$ cat src/rtl/ma_pkg.sv
// Shared types and width helpers for the multi-channel fixed-point moving averager.
package ma_pkg;

    typedef enum logic [0:0] {
        StClear = 1'b0,
        StRun   = 1'b1
    } state_t;

    // A running sum of 2**log2_len samples never needs more than log2_len growth bits.
    function automatic int unsigned sum_width(input int unsigned data_w,
                                              input int unsigned log2_len);
        return data_w + log2_len;
    endfunction

    function automatic int unsigned round_const(input int unsigned log2_len,
                                                input int unsigned round);
        return (round != 0) ? (32'd1 << (log2_len - 1)) : 32'd0;
    endfunction

endpackage

$ cat src/rtl/ma_hist_ram.sv
// Simple dual-port sample history RAM: one write, one synchronous read, write-first bypass.
module ma_hist_ram #(
    parameter int unsigned DATA_W = 16,
    parameter int unsigned DEPTH  = 16,
    parameter int unsigned ADDR_W = 4
) (
    input  logic              clk,
    input  logic              we,
    input  logic [ADDR_W-1:0] waddr,
    input  logic [DATA_W-1:0] wdata,
    input  logic [ADDR_W-1:0] raddr,
    output logic [DATA_W-1:0] rdata
);

    logic [DATA_W-1:0] mem [DEPTH];

    always_ff @(posedge clk) begin
        if (we) begin
            mem[waddr] <= wdata;
        end
        if (we && (waddr == raddr)) begin
            rdata <= wdata;
        end else begin
            rdata <= mem[raddr];
        end
    end

endmodule

$ cat src/rtl/ma_fixed_mc.sv
// Multi-channel moving average over 2**LOG2_LEN samples; channels share one stream and one
// history RAM, with per-channel running sum, write pointer and fill count.
module ma_fixed_mc
    import ma_pkg::*;
#(
    parameter int unsigned DATA_W   = 16,
    parameter int unsigned LOG2_LEN = 2,
    parameter int unsigned N_CH     = 4,
    parameter int unsigned CH_W     = (N_CH > 1) ? $clog2(N_CH) : 1,
    parameter int unsigned ROUND    = 1
) (
    input  logic              clk,
    input  logic              rst_n,
    input  logic              clr,
    input  logic              in_valid,
    output logic              in_ready,
    input  logic [DATA_W-1:0] in_data,
    input  logic [CH_W-1:0]   in_ch,
    output logic              out_valid,
    output logic [DATA_W-1:0] out_data,
    output logic [CH_W-1:0]   out_ch,
    output logic              out_full
);

    localparam int unsigned LEN    = 1 << LOG2_LEN;
    localparam int unsigned SUM_W  = sum_width(DATA_W, LOG2_LEN);
    localparam int unsigned ADDR_W = CH_W + LOG2_LEN;
    localparam int unsigned DEPTH  = N_CH * LEN;

    localparam logic [ADDR_W-1:0]   LAST_ADDR = ADDR_W'(DEPTH - 1);
    localparam logic [CH_W:0]       CH_LIM    = (CH_W + 1)'(N_CH);
    localparam logic [LOG2_LEN:0]   FILL_MAX  = (LOG2_LEN + 1)'(LEN);
    localparam logic signed [SUM_W:0] RND     = (SUM_W + 1)'(round_const(LOG2_LEN, ROUND));

    state_t            state_q, state_d;
    logic [ADDR_W-1:0] sweep_q, sweep_d;
    logic              clearing;

    logic signed [SUM_W-1:0] sum_q  [N_CH];
    logic [LOG2_LEN-1:0]     wptr_q [N_CH];
    logic [LOG2_LEN:0]       fill_q [N_CH];

    logic                     a_valid_q;
    logic signed [DATA_W-1:0] a_data_q;
    logic [CH_W-1:0]          a_ch_q;

    logic                out_valid_q, out_full_q;
    logic [DATA_W-1:0]   out_data_q;
    logic [CH_W-1:0]     out_ch_q;

    logic                    ch_ok, accept;
    logic [CH_W-1:0]         rd_ch;
    logic [LOG2_LEN-1:0]     rd_wptr, b_wptr;
    logic [DATA_W-1:0]       ram_rdata;
    logic signed [SUM_W-1:0] new_sum;
    logic signed [SUM_W:0]   rnd_sum;
    logic [LOG2_LEN:0]       new_fill;
    logic [DATA_W-1:0]       avg;

    logic              ram_we;
    logic [ADDR_W-1:0] ram_waddr, ram_raddr;
    logic [DATA_W-1:0] ram_wdata;

    assign clearing = (state_q == StClear);
    assign in_ready = (state_q == StRun);
    assign ch_ok    = ({1'b0, in_ch} < CH_LIM);
    assign accept   = in_valid & in_ready & ch_ok & ~clr;

    always_comb begin
        state_d = state_q;
        sweep_d = sweep_q;
        case (state_q)
            StClear: begin
                if (sweep_q == LAST_ADDR) begin
                    state_d = StRun;
                end else begin
                    sweep_d = sweep_q + 1'b1;
                end
            end
            StRun:   state_d = StRun;
            default: state_d = StClear;
        endcase
        if (clr) begin
            state_d = StClear;
            sweep_d = '0;
        end
    end

    always_ff @(posedge clk or negedge rst_n) begin
        if (!rst_n) begin
            state_q <= StClear;
            sweep_q <= '0;
        end else begin
            state_q <= state_d;
            sweep_q <= sweep_d;
        end
    end

    // The update stage writes its channel's pointer at the same edge the next read issues,
    // so a same-channel follow-on must see the advanced pointer.
    assign b_wptr  = wptr_q[a_ch_q];
    assign rd_ch   = ch_ok ? in_ch : '0;
    assign rd_wptr = (a_valid_q && (a_ch_q == in_ch)) ? b_wptr + 1'b1 : wptr_q[rd_ch];

    assign new_sum  = sum_q[a_ch_q] - SUM_W'($signed(ram_rdata)) + SUM_W'(a_data_q);
    assign rnd_sum  = (SUM_W + 1)'(new_sum) + RND;
    assign avg      = DATA_W'(rnd_sum >>> LOG2_LEN);
    assign new_fill = (fill_q[a_ch_q] == FILL_MAX) ? FILL_MAX : fill_q[a_ch_q] + 1'b1;

    assign ram_we    = clearing | a_valid_q;
    assign ram_waddr = clearing ? sweep_q : {a_ch_q, b_wptr};
    assign ram_wdata = clearing ? '0 : a_data_q;
    assign ram_raddr = {rd_ch, rd_wptr};

    ma_hist_ram #(
        .DATA_W (DATA_W),
        .DEPTH  (DEPTH),
        .ADDR_W (ADDR_W)
    ) u_hist (
        .clk   (clk),
        .we    (ram_we),
        .waddr (ram_waddr),
        .wdata (ram_wdata),
        .raddr (ram_raddr),
        .rdata (ram_rdata)
    );

    always_ff @(posedge clk or negedge rst_n) begin
        if (!rst_n) begin
            a_valid_q <= 1'b0;
            a_data_q  <= '0;
            a_ch_q    <= '0;
        end else begin
            a_valid_q <= accept;
            if (accept) begin
                a_data_q <= in_data;
                a_ch_q   <= in_ch;
            end
        end
    end

    always_ff @(posedge clk or negedge rst_n) begin
        if (!rst_n) begin
            for (int i = 0; i < N_CH; i++) begin
                sum_q[i]  <= '0;
                wptr_q[i] <= '0;
                fill_q[i] <= '0;
            end
        end else if (clearing) begin
            for (int i = 0; i < N_CH; i++) begin
                sum_q[i]  <= '0;
                wptr_q[i] <= '0;
                fill_q[i] <= '0;
            end
        end else if (a_valid_q) begin
            sum_q[a_ch_q]  <= new_sum;
            wptr_q[a_ch_q] <= b_wptr + 1'b1;
            fill_q[a_ch_q] <= new_fill;
        end
    end

    always_ff @(posedge clk or negedge rst_n) begin
        if (!rst_n) begin
            out_valid_q <= 1'b0;
            out_data_q  <= '0;
            out_ch_q    <= '0;
            out_full_q  <= 1'b0;
        end else begin
            out_valid_q <= a_valid_q;
            if (a_valid_q) begin
                out_data_q <= avg;
                out_ch_q   <= a_ch_q;
                out_full_q <= (new_fill == FILL_MAX);
            end
        end
    end

    assign out_valid = out_valid_q;
    assign out_data  = out_data_q;
    assign out_ch    = out_ch_q;
    assign out_full  = out_full_q;

endmodule

$ cat config.mk
export PLATFORM = sky130hd
export DESIGN_NAME = ma_fixed_mc
export DESIGN_NICKNAME = d
export VERILOG_FILES = /design/src/rtl/ma_pkg.sv /design/src/rtl/ma_hist_ram.sv /design/src/rtl/ma_fixed_mc.sv
export SDC_FILE = /design/constraint.sdc
export NUM_CORES = 1
export LEC_CHECK = 0
export BUFFER_PORTS_ARGS = -buffer_cell sky130_fd_sc_hd__buf_2
export CAP_MARGIN = 40
export CORE_UTILIZATION = 23
export DETAILED_ROUTE_END_ITERATION = 7
export MAX_ROUTING_LAYER = met4
export SLEW_MARGIN = 15
export SYNTH_ARGS = -nofsm -noshare
export SYNTH_HDL_FRONTEND = slang
export SYNTH_HIERARCHICAL = 1
export SYNTH_SLANG_ARGS = --single-unit
$ cat constraint.sdc
create_clock -name clk -period 9.7 [get_ports clk]
set_input_delay 0.485 -clock clk [delete_from_list [all_inputs] [get_ports clk]]
set_output_delay 0.485 -clock clk [all_outputs]
set_load 0.01 [all_outputs]
==> flow_metrics.py <==
metrics = {
    "power": {
        "total_leakage_power_nw": 7.646,
        "p_comb_share_pct": 13.9,
        "swShare_pct": 26.34,
        "max-vdd-ir-drop_uv": 124.4,
        "p_int_mw": 2.922,
        "clkPwrFrac_pct": 39.6,
        "p_per_area_nw_per_um2": 194.2,
        "power_switching_mw": 1.045,
        "seq_power_share_pct": 46.5,
    },
    "drt": {
        "vias": 10218,
        "drc_errors": 0,
        "wirelength_mm": 43.03,
        "dr.pass1.iters": 6,
        "wl_per_cell_um": 19.30,
        "detail-route-antenna-nets": 0,
        "drtIter0Drc": 822,
        "vias_per_cell": 4.582,
    },
    "setup_path": {
        "cpPeakStageDelay_ns": 0.73,
        "crit_top_cell": "fa_1",
        "critPathLaunchType": "register",
        "crit_path_max_fanout": 41,
        "cp.required_ns": 10.14,
        "crit_family": "simple AND/OR/NAND/NOR gates",
        "rr_worst_depth": 15,
        "crit_chain": "buf_4 > mux4_2 > a22oi_1 > nand2_1 > fa_1 > inv_1 > fa_1 > a211oi_2 > nor2_1 > xor2_1 > and2_1 > nand4_2 > nor4b_4 > a21oi_1 > a211o_1",
        "crit_slowest_cell": "dfxtp_2",
        "rrSetupSlack_ns": 4.17,
        "crit_arrival_ns": 5.97,
        "cp_num_cells": 15,
        "path_buf_inv": 2,
        "worstSetupPathType": "register to register",
        "end_kind": "register",
    },
    "floorplan": {
        "dieArea_um2": 76730,
        "die_h_um": 277.0,
        "initial_core_util_pct": 23.29,
        "fp.coreArea_um2": 74700,
        "io_pins": 43,
        "dieWidth_um": 277.0,
        "rows": 100,
    },
    "yosys": {
        "synth.avg_cell_area_um2": 15.16,
        "synthCells": 1147,
        "synth_common_cells": "256 x edfxtp_1, 136 x dfrtp_1, 99 x nand2_1",
        "ys_warn_count": 6,
        "syn_nets": 1209,
        "synth.distinct_cells": 68,
        "synth_most_common_cell": "edfxtp_1",
        "synth_top_area_share_pct": 44.20,
        "synth-edff-count": 256,
        "synth_largest_area_cell": "edfxtp_1",
        "ys_seq_area_share_pct": 64.22,
        "async_flop_share_pct": 34.34,
        "ys_ff_latch": 396,
        "synth_area_um2": 17390,
        "ys.flop_type": "edfxtp_1",
        "synth_area_leaders": "edfxtp_1 44%, dfrtp_1 20%, mux4_2 10%, a22o_1 2.5%, nand2_1 2.1%",
    },
    "cts": {
        "clock-sinks": 396,
        "h-tree-depth": 2,
        "cts_setup_buffers": 0,
        "ctsHoldBuffers": 1,
        "cts_tree": "yes",
        "worstSkewPairLatency_ns": 0.56,
        "cts_buffers": 41,
        "path_clk_slew_ns": 0.06,
        "cts_max_path_buffers": 3,
        "cts_repair_resize_count": 0,
        "root_buffer": "clkbuf_16",
    },
    "timing": {
        "finalHoldViolations": 0,
        "max_freq_mhz": 180.9,
        "fin_skew_ns": 0.01858,
        "slew_violations": 0,
        "setup_violations": 0,
        "max_slew.worst_pin.slew_ns": 0.8450,
        "fin_tns_setup_ns": 0,
        "period_minus_slack_ns": 5.527,
        "slew_headroom_pct": 43.46,
        "rsz0062_at_grt": "no",
        "period_share_pct": 56.97,
    },
    "global_route": {
        "met2_usage_pct": 18.55,
        "first_global_vias": 10460,
        "overflow": 0,
        "grt_max_degree": 70,
        "grt_pass1_wl_mm": 65.29,
        "top_usage_layer": "met2",
        "antenna_found_initial": 0,
        "grtUsageTotal_pct": 11.42,
        "met1_usage_pct": 14.80,
        "grt_use_met3_pct": 2.109,
    },
    "place": {
        "dp.cells": 2140,
        "io_buffers": 42,
        "gp_congestion": 0.8142,
        "dp_hpwl_mm": 27.31,
    },
    "min_path": {
        "min_from": "in_data[12]",
        "holdPathStages": 3,
        "holdCritPathClass": "input pin to register",
    },
    "layout": {
        "finalNonFillerCells": 2230,
        "antenna_cells": 0,
        "layout.nets": 1290,
        "drive_above_1_share_pct": 22.28,
        "area_growth_pct": 17.43,
    },
    "run": {
        "cap_violations": 0,
    },
    "status": {
        "status": "finished, final reports clean",
    },
}
layer usage:
layer / share of wire, % / vias to the layer above
met5: 0 / -
met4: 1.7 / 0
met3: 6.6 / 63
met2: 48 / 347
met1: 43 / 5312
li1: - / 4496
cell type report:
type | instances | area, um2
clock buffers | 45 | 1062
clock inverters | 31 | 285.3
fillers | 7457 | 54270
inverters | 76 | 285.3
multi-input cells | 620 | 5734
flip-flops and latches | 396 | 11180
well taps | 969 | 1212
repair buffers | 93 | 669.4
stage by stage:
stage	total power, mW	area [um2]	util (%)	hold slack, ns	setup WS (ns)
global placement	2.421	18870	25.26	0.4565	4.152
global route	4.123	20430	27.35	0.1336	3.775
detailed placement	2.431	18930	25.34	0.4663	4.162
floorplan	2.255	17390	-	0.1894	5.029
finish	3.967	20430	27.35	0.1338	4.173
CTS	4.009	20290	27.16	0.1145	4.171
worst min-delay path: stages:
cell and delay (ns):
buf_2 0.07, nand2_1 0.03, o21ai_0 0.06
state kept, by name, indices dropped and copies added, names as in the netlist, 2 cells and up, named ones only:
register	count
a_ch_q	2
a_data_q	16
fill_q	12
out_ch	2
out_data	16
sum_q	72
sweep_q	4
u_hist/mem	256
wptr_q	8
cell usage in the layout (no fill, tap or decap), types with 5 or more instances in the layout:
| cell type | count |
|---|---|
| buf_2 | 41 |
| nand3_1 | 10 |
| nor2_1 | 55 |
| nand2_1 | 99 |
| mux4_2 | 79 |
| clkinv_2 | 9 |
| or2_2 | 5 |
| xor2_1 | 9 |
| ha_1 | 23 |
| nand2b_1 | 7 |
| a21oi_1 | 27 |
| fa_1 | 17 |
| edfxtp_1 | 256 |
| nor3_2 | 5 |
| a21o_1 | 9 |
| clkinv_1 | 10 |
| and4_1 | 5 |
| dfrtp_1 | 135 |
| mux2i_1 | 8 |
| buf_4 | 46 |
| a22oi_1 | 32 |
| a22o_1 | 50 |
| clkbuf_16 | 42 |
| a31oi_1 | 6 |
| o21ai_0 | 61 |
| and2_1 | 7 |
| nor2_2 | 12 |
| inv_1 | 75 |
| mux4_1 | 10 |
| nor3_1 | 5 |
| xnor2_1 | 17 |
worst paths after layout:
check                               end
setup / recovery           out_data[12]
hold / removal             a_data_q[12]
setup reg to reg           out_data[12]
hold reg to reg               sum_q[33]
max in group asynchronous   a_data_q[5]
min in group asynchronous    fill_q[11]
power by group through the flow:
stage	clock network, mW	logic [mW]	registers (mW)
3_5_place_dp	0	0.553	1.88
5_1_grt	1.67	0.608	1.85
4_1_cts	1.61	0.556	1.84
3_3_place_gp	0	0.546	1.88
6_report	1.57	0.550	1.84
2_1_floorplan	0	0.379	1.88
cell families after synthesis:
group / count (synthesis) / share of synthesized area [%]
flops: 396 / 64.22
simple gates: 238 / 6.517
compound gates: 212 / 8.438
buf+inv: 131 / 3.100
mux: 101 / 12.46
fa+ha+maj: 40 / 3.611
xor+xnor: 29 / 1.654
No activity file was read; power rests on OpenSTA's default activity.
